`config.mk`:
```
export PLATFORM = sky130hd
export DESIGN_NAME = mem_arbiter
export DESIGN_NICKNAME = d
export VERILOG_FILES = /design/src/rtl/cpu_types_pkg.sv /design/src/rtl/rr_picker.sv /design/src/rtl/mem_arbiter.sv
export SDC_FILE = /design/constraint.sdc
export NUM_CORES = 1
export LEC_CHECK = 0
export CORE_AREA = 2 2 197 199
export CTS_BUF_LIST = sky130_fd_sc_hd__clkbuf_8
export DETAILED_ROUTE_END_ITERATION = 12
export DIE_AREA = 0 0 199 201
export PLACE_DENSITY = 0.53
export SETUP_SLACK_MARGIN = 0.4
export SYNTH_ARGS = -nofsm -noshare
export SYNTH_HDL_FRONTEND = slang
export SYNTH_HIERARCHICAL = 1
export SYNTH_SLANG_ARGS = --single-unit
```
`constraint.sdc`:
```
create_clock -name CLK -period 1.4 [get_ports CLK]
set_input_delay 0.14 -clock CLK [delete_from_list [all_inputs] [get_ports CLK]]
set_output_delay 0.14 -clock CLK [all_outputs]
set_load 0.02 [all_outputs]
```
`src/rtl/cpu_types_pkg.sv`:
```
// Shared types for the memory arbiter: RAM handshake states, data word and
// the arbiter FSM encoding.
package cpu_types_pkg;

  typedef logic [31:0] word_t;

  typedef enum logic [1:0] {
    FREE   = 2'd0,
    BUSY   = 2'd1,
    ACCESS = 2'd2,
    ERROR  = 2'd3
  } ramstate_t;

  typedef enum logic [2:0] {
    IDLE   = 3'd0,
    ARB    = 3'd1,
    SNOOP  = 3'd2,
    FLUSH  = 3'd3,
    DREAD  = 3'd4,
    DWRITE = 3'd5,
    IFETCH = 3'd6
  } arb_state_t;

endpackage

```
`src/rtl/rr_picker.sv`:
```
// Two-way round-robin grant: a lone requester wins outright; on a tie the
// pointer names the winner.
module rr_picker (
  input  logic [1:0] req_i,
  input  logic       rr_i,
  output logic       grant_o
);

  always_comb begin
    grant_o = 1'b0;
    unique case (req_i)
      2'b10:   grant_o = 1'b1;
      2'b11:   grant_o = rr_i;
      default: grant_o = 1'b0;
    endcase
  end

endmodule

```
`src/rtl/mem_arbiter.sv`:
```
// Two-cache memory arbiter with snoop/flush coherence: one RAM transaction at a
// time, data before instruction, round-robin within a class.
module mem_arbiter
  import cpu_types_pkg::*;
(
  input  logic             CLK,
  input  logic             nRST,
  // instruction side
  input  logic [1:0]       iREN,
  input  logic [1:0][31:0] iaddr,
  output logic [1:0]       iwait,
  output logic [1:0][31:0] iload,
  // data side
  input  logic [1:0]       dREN,
  input  logic [1:0]       dWEN,
  input  logic [1:0][31:0] daddr,
  input  logic [1:0][31:0] dstore,
  output logic [1:0]       dwait,
  output logic [1:0][31:0] dload,
  // coherence
  input  logic [1:0]       cctrans,
  input  logic [1:0]       ccwrite,
  output logic [1:0]       ccwait,
  output logic [1:0][31:0] ccsnoopaddr,
  // RAM
  output logic             ramREN,
  output logic             ramWEN,
  output logic [31:0]      ramaddr,
  output logic [31:0]      ramstore,
  input  logic [31:0]      ramload,
  input  ramstate_t        ramstate
);

  arb_state_t state_q, state_d;
  logic       owner_q, owner_d;
  logic       rr_q, rr_d;

  logic [1:0] dreq;
  logic       data_pending;
  logic [1:0] pick_req;
  logic       grant;
  logic       other;
  logic       access;

  // A cache raising dREN and dWEN together is a write.
  assign dreq         = dREN | dWEN;
  assign data_pending = |dreq;
  assign pick_req     = data_pending ? dreq : iREN;
  assign other        = ~owner_q;
  assign access       = (ramstate == ACCESS);

  rr_picker u_rr_picker (
    .req_i   (pick_req),
    .rr_i    (rr_q),
    .grant_o (grant)
  );

  // NOTE: sequential state uses non-blocking assignments so every register
  // samples the pre-edge values regardless of statement order.
  always_ff @(posedge CLK) begin
    if (!nRST) begin
      state_q <= IDLE;
      owner_q <= 1'b0;
      rr_q    <= 1'b0;
    end else begin
      state_q <= state_d;
      owner_q <= owner_d;
      rr_q    <= rr_d;
    end
  end

  // NOTE: every combinational output gets a default before the case so no
  // path leaves a signal unassigned and a latch is never inferred.
  always_comb begin
    state_d = state_q;
    owner_d = owner_q;
    rr_d    = rr_q;
    unique case (state_q)
      IDLE: begin
        if (|(dreq | iREN)) state_d = ARB;
      end
      ARB: begin
        if (data_pending) begin
          owner_d = grant;
          state_d = dWEN[grant] ? DWRITE : SNOOP;
        end else if (|iREN) begin
          owner_d = grant;
          state_d = IFETCH;
        end else begin
          state_d = IDLE;
        end
      end
      SNOOP: begin
        state_d = (cctrans[other] && ccwrite[other]) ? FLUSH : DREAD;
      end
      FLUSH, DREAD, DWRITE, IFETCH: begin
        // Only ACCESS completes; BUSY, FREE and ERROR all stall.
        if (access) begin
          state_d = IDLE;
          rr_d    = other;
        end
      end
      default: state_d = IDLE;
    endcase
  end

  always_comb begin
    iwait       = 2'b11;
    dwait       = 2'b11;
    iload       = '0;
    dload       = '0;
    ccwait      = 2'b00;
    ccsnoopaddr = '0;
    ramREN      = 1'b0;
    ramWEN      = 1'b0;
    ramaddr     = '0;
    ramstore    = '0;
    // Held quiet while reset is asserted, even before the state register clears.
    if (nRST) begin
      unique case (state_q)
        SNOOP: begin
          ccwait[other]      = 1'b1;
          ccsnoopaddr[other] = daddr[owner_q];
        end
        FLUSH: begin
          // The peer owns a dirty copy: write it back and forward it to the owner.
          ccwait[other]      = 1'b1;
          ccsnoopaddr[other] = daddr[owner_q];
          ramWEN             = 1'b1;
          ramaddr            = daddr[other];
          ramstore           = dstore[other];
          dload[owner_q]     = dstore[other];
          if (access) dwait  = 2'b00;
        end
        DREAD: begin
          ramREN         = 1'b1;
          ramaddr        = daddr[owner_q];
          dload[owner_q] = ramload;
          if (access) dwait[owner_q] = 1'b0;
        end
        DWRITE: begin
          ramWEN             = 1'b1;
          ramaddr            = daddr[owner_q];
          ramstore           = dstore[owner_q];
          ccwait[other]      = 1'b1;
          ccsnoopaddr[other] = daddr[owner_q];
          if (access) dwait[owner_q] = 1'b0;
        end
        IFETCH: begin
          ramREN         = 1'b1;
          ramaddr        = iaddr[owner_q];
          iload[owner_q] = ramload;
          if (access) iwait[owner_q] = 1'b0;
        end
        default: ;
      endcase
    end
  end

endmodule

```
Yosys cells after proc, flatten, opt, wreduce, memory -nomap -nowiden
Cells that the tools add are included.
W data, S select, Z words.

word-level totals
  output and inout bits = 264
  input port bits = 238
  flip-flop bits (word level) = 5

operators by class
  reductions and logical operators = 16
  order comparisons = 5
  mux-type cells = 57
  equal/unequal tests = 11
  bitwise gates (word level) = 7

operator list
  kind                  number
  $mux W32              14
  $mux W64              5
  $and A64 B64 Y64      3
  $pmux W64 S2          1
  $pmux W32 S3          1
  $demux W32 S1         2
  $pmux W32 S2          1
  $mux W3               6
  $mux W2               8
  $mux W1               14
  $pmux W3 S4           1
  $reduce_or A2 Y1      6
  $eq A3 B3 Y1 const B  3
  $eq A2 B2 Y1 const B  3
  $eq A3 B2 Y1 const B  2
  $lt A1 B2 Y1 const B  3
  $reduce_and A2 Y1     3
  $ne A2 B2 Y1 const B  2
  $or A2 B2 Y2          2
  $pmux W2 S2           1
  $reduce_or A4 Y1      1
  $eq A3 B1 Y1 const B  1
  $logic_and A1 B1 Y1   3
  $logic_not A3 Y1      1
  other kinds (7)       9

Depth between registers and ports, before layout
Gate-level depths: netlist of the first run.

  depth after elaboration = 10
  depth in mapped cells = 8
  gate-level depth less buffers = 8

Hierarchy
The synthesis of the first run kept the hierarchy.

by module, submodules not included
  module       area each (um^2)  cells an instance  instances
  mem_arbiter  4524.3            678                1
  rr_picker    11.3              2                  1

Worst setup path before layout of the first run
No wires, ideal clock.

  path type = reg-to-output
  start point = reg state_q[0]
  end point = out ramstore[10]
  buffers on the path = 2
  path slack = -0.320 ns
  data arrival time = 1.580 ns
  stages on the path, launching flop included = 6
  required time = 1.260 ns
  cell sequence = dfxtp_1 -> and3b_1 -> buf_6 -> clkbuf_1 -> a221oi_1 -> nor3_1

on the way
  cells in the longest elaborated chain, start to end = 3
  elaborated cells between the ends (all ways) = 4

RTL lines
  what                                          RTL line            RTL
  start, declared                               mem_arbiter.sv:34   arb_state_t state_q, state_d;
  start signal, assigned                        mem_arbiter.sv:66   state_q <= state_d;
  $eq A3 B3 Y1 or $eq A3 B2 Y1 (tied branches)  mem_arbiter.sv:120  unique case (state_q)
  $pmux W32 S2 *                                mem_arbiter.sv:120
  $mux W32 *                                    mem_arbiter.sv:119  if (nRST) begin
  end, declared                                 mem_arbiter.sv:29   output logic [31:0] ramstore,

Mark *: on every way between the ends. The rest lies on a longest branch, timed or not.

Worst setup path in the final report of the first run
  start point = reg state_q[2]
  end point = out ramaddr[0]

on the way
  cells in the longest elaborated chain, start to end = 4
  elaborated cells between the ends (all ways) = 7

RTL lines
  what                               RTL line            RTL
  $eq A3 B3 Y1                       mem_arbiter.sv:120
  $reduce_or A2 Y1 (no source line)  -
  $pmux W32 S3 *                     mem_arbiter.sv:120
  $mux W32 *                         mem_arbiter.sv:119
  end, declared                      mem_arbiter.sv:28   output logic [31:0] ramaddr,

Marks and branches as above.

==> results of run 1 <==
==> routing by layer <==
layer,vias up,GRT usage (%)
met5,-,0
met4,0,5.65
met3,65,3.11
met2,452,32.4
met1,4034,19.3
li1,3859,-
==> worst min-delay path: cells and delay by family (launching register included) <==
kind / cells / cell delay (ns)
AO/OA/AOI/OAI: 2 / 0.16
flip-flops: 1 / 0.30
==> sequential cells by signal, indices dropped and copies added (netlist names) <==
register,cells
state_q,3
rr_q,1
owner_q,1
==> power breakdown <==
group          switching (mW)  internal, mW
logic                    2.42          2.56
registers              0.0297         0.167
clock network          0.0714         0.188
total                    2.52          2.92
==> timing repair <==
item / 4_1_cts / 5_1_grt
buffers inserted: 9 / 23
resized for setup: 885 / 438
setup endpoints to repair: 269 / 269
endpoints found under the hold margin: 0 / 0
gates cloned: 11 / 10
pin swaps: 56 / 60
==> how the worst max path moves through the flow <==
stage / slack [ns] / cells after the start / start / end
CTS: -0.63 / 6 / state_q[2] / ramaddr[6]
global route: -0.66 / 7 / state_q[2] / ramaddr[24]
global placement: -0.75 / 6 / state_q[2] / ramaddr[31]
floorplan: -0.17 / 6 / state_q[2] / ramaddr[20]
detailed placement: -0.75 / 7 / nRST / dload[8]
finish: -0.61 / 7 / state_q[2] / ramaddr[0]
==> area by class of cell <==
type	count	area, um2
clock inverter	1	3.75
inverter	3	18.8
sequential	5	110
timing repair buffer	672	7050
fill	4020	24700
antenna	1	2.50
multi-input combinational	581	5490
tap	518	648
clock buffer	3	41.3
==> cell usage after synthesis, drive strengths merged, types with 2 or more instances <==
cell type  instances
o21ai              3
and2             162
dfxtp              5
clkbuf            42
nand2b             4
inv                3
nor3              38
a22oi             64
nor2b              3
mux2i             33
o22ai             34
buf               49
nand2             11
a221oi           129
nand3b             2
nor2              75
nand3              3
a21oi              6
==> per-stage QoR <==
stage          power (mW)  instance area (um2)  utilization, %
2_1_floorplan        2.17                 5590               -
3_3_place_gp         4.28                11900            31.2
3_5_place_dp         4.31                11900            31.2
4_1_cts              4.96                12500            32.7
5_1_grt              5.73                13400            35.1
6_report             5.44                13400            35.1
==> cells by family after synthesis <==
kind of cell	count (synthesis)	share of synthesized area, %
buffers and inverters	94	9.46
muxes	33	7.28
AOI/OAI and AO/OA	245	44.4
DFF	5	2.21
xor gates and xnor gates	1	0.193
and+or+nand+nor	302	36.4
==> impl_metrics.yaml, run 1 <==
run_status:
  status: "finished with violations"
  failing_checks: "setup timing"
clock_network:
  tritoncts.num_buffers: 3
  clock_latency_ns: 0.22
  htree_num_levels: 1
  clockBufferDepth: 2
  clock_tree_from_tritoncts: "built"
  clk_transition_reported_paths_ns: 0.04
  hold_buffers: 0
  cts-root-buf: "sky130_fd_sc_hd__clkbuf_8"
  cts_sinks: 5
grt:
  grt_first_pass_wirelength_um: 53100
  global_route_total_usage_across_every_layer_pct: 17.2
  grt_pass1_vias: 8691
  grt_start_max_net_pins: 34
  initial_antenna_violation_count: 0
  grt_overflow_total: 0
pwr:
  peakVddDrop_mv: 0.223
  power_leakage_nw: 5.43
  pwr_per_cell_area_nw_per_um2: 407
setup_path:
  critPathMostFrequentCell: "sky130_fd_sc_hd__buf_12"
  critical_path.max_fanout: 15
  worst_r2r_path_depth: 7
  timing.critical_path.buf_inv: 3
  reg2reg_from: "owner_q"
  startpoint_type: "flop"
  ordered_list_of_cells_on_the_worst_path: "and3b_4 > buf_12 > buf_12 > a221oi_1 > o22ai_1 > and2_4 > buf_6"
  critical_path.endpoint_type: "output port"
  worst-setup-path-type: "flop to output port"
  required_time_at_the_worst_slack_endpoint_ns: 1.26
  worst_path_largest_cell_delay_ns: 0.34
  path_delay_family: "simple AND/OR/NAND/NOR gates"
  worst_ep_arrival_time_ns: 1.87
  cp_slowest_cell: "sky130_fd_sc_hd__dfxtp_2"
  worst_reg2reg_path_endpoint: "state_q[1]"
  timing.reg2reg.setup_slack_ns: -0.16
synthesis:
  cells_after_synthesis: 680
  asyncSetResetFlopFracSynth_pct: 0
  ys.warnings.count: 6
  synth_seq_area_share_pct: 2.21
  post_synth_main_area_contributors: "sky130_fd_sc_hd__a221oi_1, sky130_fd_sc_hd__and2_1, sky130_fd_sc_hd__a22oi_1"
  synthDominantAreaCellType: "sky130_fd_sc_hd__a221oi_1"
  ys_dominant_reg_cell: "sky130_fd_sc_hd__dfxtp_1"
  syn-num-nets: 918
  synth_top_cell_area_share_pct: 23.0
  post_synth.cell_area_avg_um2: 6.67
  synth-seq-cells: 5
  synth_cell_type_count: 41
  synth_edf_count: 0
  netlist_area_um2: 4540
drt:
  route.detailed.wl_per_inst_um: 22.2
  detail_route.drc_violations: 0
  drt_pre_antenna_iters: 4
  antenna_violating_nets_post_route: 0
  drt_wl_total_um: 39600
  detailroute.via_count: 8410
  drt_iter0_drc: 233
  routedLengthMet1_um: 14900
  met3WireLength_um: 3150
  highest-signal-layer: "met4"
  viasPerCell: 4.71
  length_of_routed_met2_wiring_um: 20300
timing:
  setup_violation_total_in_the_final_timing_report: 267
  final-hold-violation-count: 0
  final.hold.worst_slack_ns: 0.514
  report.final.slew_viol_count: 0
  period_minus_ws_final_ns: 2.01
  post_route_fraction_of_the_period_consumed_by_the_critical_path_pct: 144
  max_clock_freq_ghz: 0.497
  worst_slew_margin_relative_to_its_limit_pct: 79.8
  fin_tns_setup_ns: -120.34
  rsz0062_at_grt: "yes"
  finalClockSkew_ns: 0.00389
  layout_setup_ws_ns: -0.612
  tightest_slew_ns: 0.295
die:
  die-area_um2: 40000
  start_util_pct: 11.9
  fp-row-count: 72
  core_area_um2: 38100
  die_height_um: 201
  io_pins: 502
  die_outline_width_um: 199
min_path:
  whs_path_depth: 2
  hold_start: "rr_q"
  classification_of_the_worst_slack_hold_path: "flop to flop"
  holdPathEnd: "rr_q"
run:
  max_cap_viol_count: 0
placed_design:
  placement.io_buffers: 501
  pre_cts_slack_ns: -0.751
  dpl.cell_count: 1726
  gp_routability_congestion: 0.834
  dp_hpwl_um: 26900
layout:
  growth_of_design_area_from_synthesis_to_finish_pct: 195
  layout.cells.most_common: "sky130_fd_sc_hd__clkdlybuf4s50_1"
  layoutNonFillerInstCount: 1784
  final_nets: 1504
  layout.cells.most_common_list: "sky130_fd_sc_hd__clkdlybuf4s50_1, sky130_fd_sc_hd__buf_4, sky130_fd_sc_hd__buf_6"
  share_of_layout_cells_above_drive_strength_1_pct: 63.8
No activity file was read; power rests on OpenSTA's default activity.
==> run 2, diff against run 1 <==
--- a/config.mk
+++ b/config.mk
@@ -9,6 +9,7 @@
 export CTS_BUF_LIST = sky130_fd_sc_hd__clkbuf_8
 export DETAILED_ROUTE_END_ITERATION = 12
 export DIE_AREA = 0 0 199 201
+export GPL_TIMING_DRIVEN = 1
 export PLACE_DENSITY = 0.53
 export SETUP_SLACK_MARGIN = 0.4
 export SYNTH_ARGS = -nofsm -noshare
==> results of run 2 <==
Same layout as run 1: the final DEF is identical, and so are final timing and power.
==> run 3, diff against run 2 <==
--- a/config.mk
+++ b/config.mk
@@ -12,7 +12,9 @@
 export GPL_TIMING_DRIVEN = 1
 export PLACE_DENSITY = 0.53
 export SETUP_SLACK_MARGIN = 0.4
+export SLEW_MARGIN = 20
 export SYNTH_ARGS = -nofsm -noshare
 export SYNTH_HDL_FRONTEND = slang
 export SYNTH_HIERARCHICAL = 1
 export SYNTH_SLANG_ARGS = --single-unit
+export TNS_END_PERCENT = 50
==> run 3 against run 2 <==
Compared with the run above: the run still ends with setup timing left; non-clock buffer count up 38; sequential power up 4%; total power up 2.9%; critical path type unchanged.
==> impl_metrics.yaml, run 3 (synthesis results as in run 1) <==
timing:
  finalClockSkew_ns: 0.00241
  rsz0062_at_grt: "yes"
  period_minus_ws_final_ns: 2.06
  final-hold-violation-count: 0
  setup_violation_total_in_the_final_timing_report: 268
  report.final.slew_viol_count: 0
  post_route_fraction_of_the_period_consumed_by_the_critical_path_pct: 147
  tightest_slew_ns: 0.555
  worst_slew_margin_relative_to_its_limit_pct: 63.0
  max_clock_freq_ghz: 0.485
  layout_setup_ws_ns: -0.663
clock_network:
  clock_tree_from_tritoncts: "built"
  hold_buffers: 0
  clockBufferDepth: 2
  htree_num_levels: 1
  clk_transition_reported_paths_ns: 0.04
  clock_latency_ns: 0.22
  tritoncts.num_buffers: 3
  cts_sinks: 5
  cts-root-buf: "sky130_fd_sc_hd__clkbuf_8"
die:
  die-area_um2: 40000
  die_height_um: 201
  io_pins: 502
  core_area_um2: 38100
  start_util_pct: 11.9
  fp-row-count: 72
  die_outline_width_um: 199
layout:
  reg_top3: "state_q (3), owner_q (1), rr_q (1)"
  largest_register_ff_count: 3
  share_of_layout_cells_above_drive_strength_1_pct: 57.0
  layout.cells.most_common: "sky130_fd_sc_hd__clkdlybuf4s50_1"
  final_nets: 1542
  layout.cells.most_common_list: "sky130_fd_sc_hd__clkdlybuf4s50_1, sky130_fd_sc_hd__buf_4, sky130_fd_sc_hd__buf_6"
  finish.instance_area_um2: 13600
  growth_of_design_area_from_synthesis_to_finish_pct: 199
  max_flop_register: "state_q"
  antennaDiodeCount: 0
pwr:
  power_leakage_nw: 5.63
  peakVddDrop_mv: 0.202
  pwr_per_cell_area_nw_per_um2: 412
  post-layout-total-power_mw: 5.59
setup_path:
  reg2reg_from: "owner_q"
  startpoint_type: "flop"
  critical_path.max_fanout: 16
  required_time_at_the_worst_slack_endpoint_ns: 1.26
  timing.reg2reg.setup_slack_ns: -0.22
  worst_r2r_path_depth: 7
  worst_reg2reg_path_endpoint: "state_q[1]"
  worst_ep_arrival_time_ns: 1.92
  worst-setup-path-type: "flop to output port"
  critical_path.endpoint_type: "output port"
run:
  max_cap_viol_count: 0
grt:
  global_route_total_usage_across_every_layer_pct: 17.8
  grt_start_max_net_pins: 57
  grt_pass1_vias: 8635
  grt_overflow_total: 0
  initial_antenna_violation_count: 0
  grt_first_pass_wirelength_um: 54500
placed_design:
  placement.io_buffers: 501
  dpl_cell_area_um2: 11500
  gp_routability_congestion: 0.851
  dp_hpwl_um: 27400
  pre_cts_slack_ns: -0.980
drt:
  drt_iter0_drc: 305
  antenna_violating_nets_post_route: 0
  drt_wl_total_um: 42900
  drt_pre_antenna_iters: 4
  detail_route.drc_violations: 0
  detailroute.via_count: 8637
  route.detailed.wl_per_inst_um: 23.6
  viasPerCell: 4.74
min_path:
  hold_start: "rr_q"
  classification_of_the_worst_slack_hold_path: "flop to flop"
  whs_path_depth: 2
  holdPathEnd: "rr_q"
run_status:
  failing_checks: "setup timing"
  status: "finished with violations"
-- run 3: cell count changes in the layout (fill, tap and decap cells not counted), sizes merged --
cell / previous run / this run
dlymetal6s2s: 1 / 0
dlygate4sd2: 33 / 36
clkbuf: 29 / 41
diode: 1 / 0
buf: 357 / 399
clkdlybuf4s50: 237 / 236
clkdlybuf4s15: 18 / 1
-- run 3: power by group --
part           internal, mW  leakage, nW  switching [mW]
Combinational          2.64         5.56            2.49
Clock                 0.188       0.0269          0.0734
Sequential            0.168       0.0434          0.0354
-- run 3: how the worst max path moves through the flow --
| stage | startpoint | endpoint | slack, ns | cells after the start |
|---|---|---|---|---|
| CTS | state_q[2] | ramaddr[5] | -0.67 | 7 |
| global placement | state_q[2] | ramaddr[0] | -0.92 | 6 |
| global route | state_q[2] | dload[0] | -0.74 | 10 |
| finish | state_q[2] | dload[31] | -0.66 | 9 |
| detailed placement | state_q[2] | ramaddr[0] | -0.98 | 6 |
| floorplan | state_q[2] | ramaddr[20] | -0.17 | 6 |
-- run 3: worst max-delay path, cell delays in order (launching register included) --
cell,delay (ns)
sky130_fd_sc_hd__dfxtp_4,0.35
sky130_fd_sc_hd__buf_4,0.15
sky130_fd_sc_hd__nand3b_4,0.18
sky130_fd_sc_hd__nor2_4,0.12
sky130_fd_sc_hd__buf_4,0.12
sky130_fd_sc_hd__buf_12,0.16
sky130_fd_sc_hd__buf_4,0.14
sky130_fd_sc_hd__a22oi_2,0.07
sky130_fd_sc_hd__nor2_2,0.23
sky130_fd_sc_hd__buf_6,0.15
-- run 3: area by class of cell --
type	count	area, um2
Clock buffer	3	41.3
Clock inverter	1	3.75
Fill cell	3934	24500
Sequential cell	5	113
Multi-Input combinational cell	581	5330
Inverter	3	21.3
Timing Repair Buffer	710	7410
Tap cell	518	648
-- run 3: metrics by stage --
stage / setup TNS, ns / instances / hold WS, ns / utilization, %
floorplan: -18.44 / 680 / 0.429 / -
global placement: -200.61 / 1726 / 0.512 / 30.3
detailed placement: -203.86 / 1726 / 0.516 / 30.3
CTS: -141.45 / 1771 / 0.525 / 32.4
global route: -152.50 / 1821 / 0.574 / 35.6
finish: -133.43 / 1821 / 0.522 / 35.6
-- run 3: what timing repair did --
item | CTS | global route
setup endpoints to repair | 269 | 269
resized for setup | 813 | 567
buffers inserted | 28 | 34
pin swaps | 51 | 66
cloned | 13 | 16
-- run 3: per-layer routing --
| layer | vias up | share of wire (%) | GRT usage [%] |
|---|---|---|---|
| met2 | 446 | 51 | 32.3 |
| met4 | 0 | 3.2 | 6.21 |
| met1 | 4194 | 39 | 21.0 |
| met3 | 66 | 6.3 | 2.81 |
| li1 | 3931 | - | - |
| met5 | - | 0 | 0 |
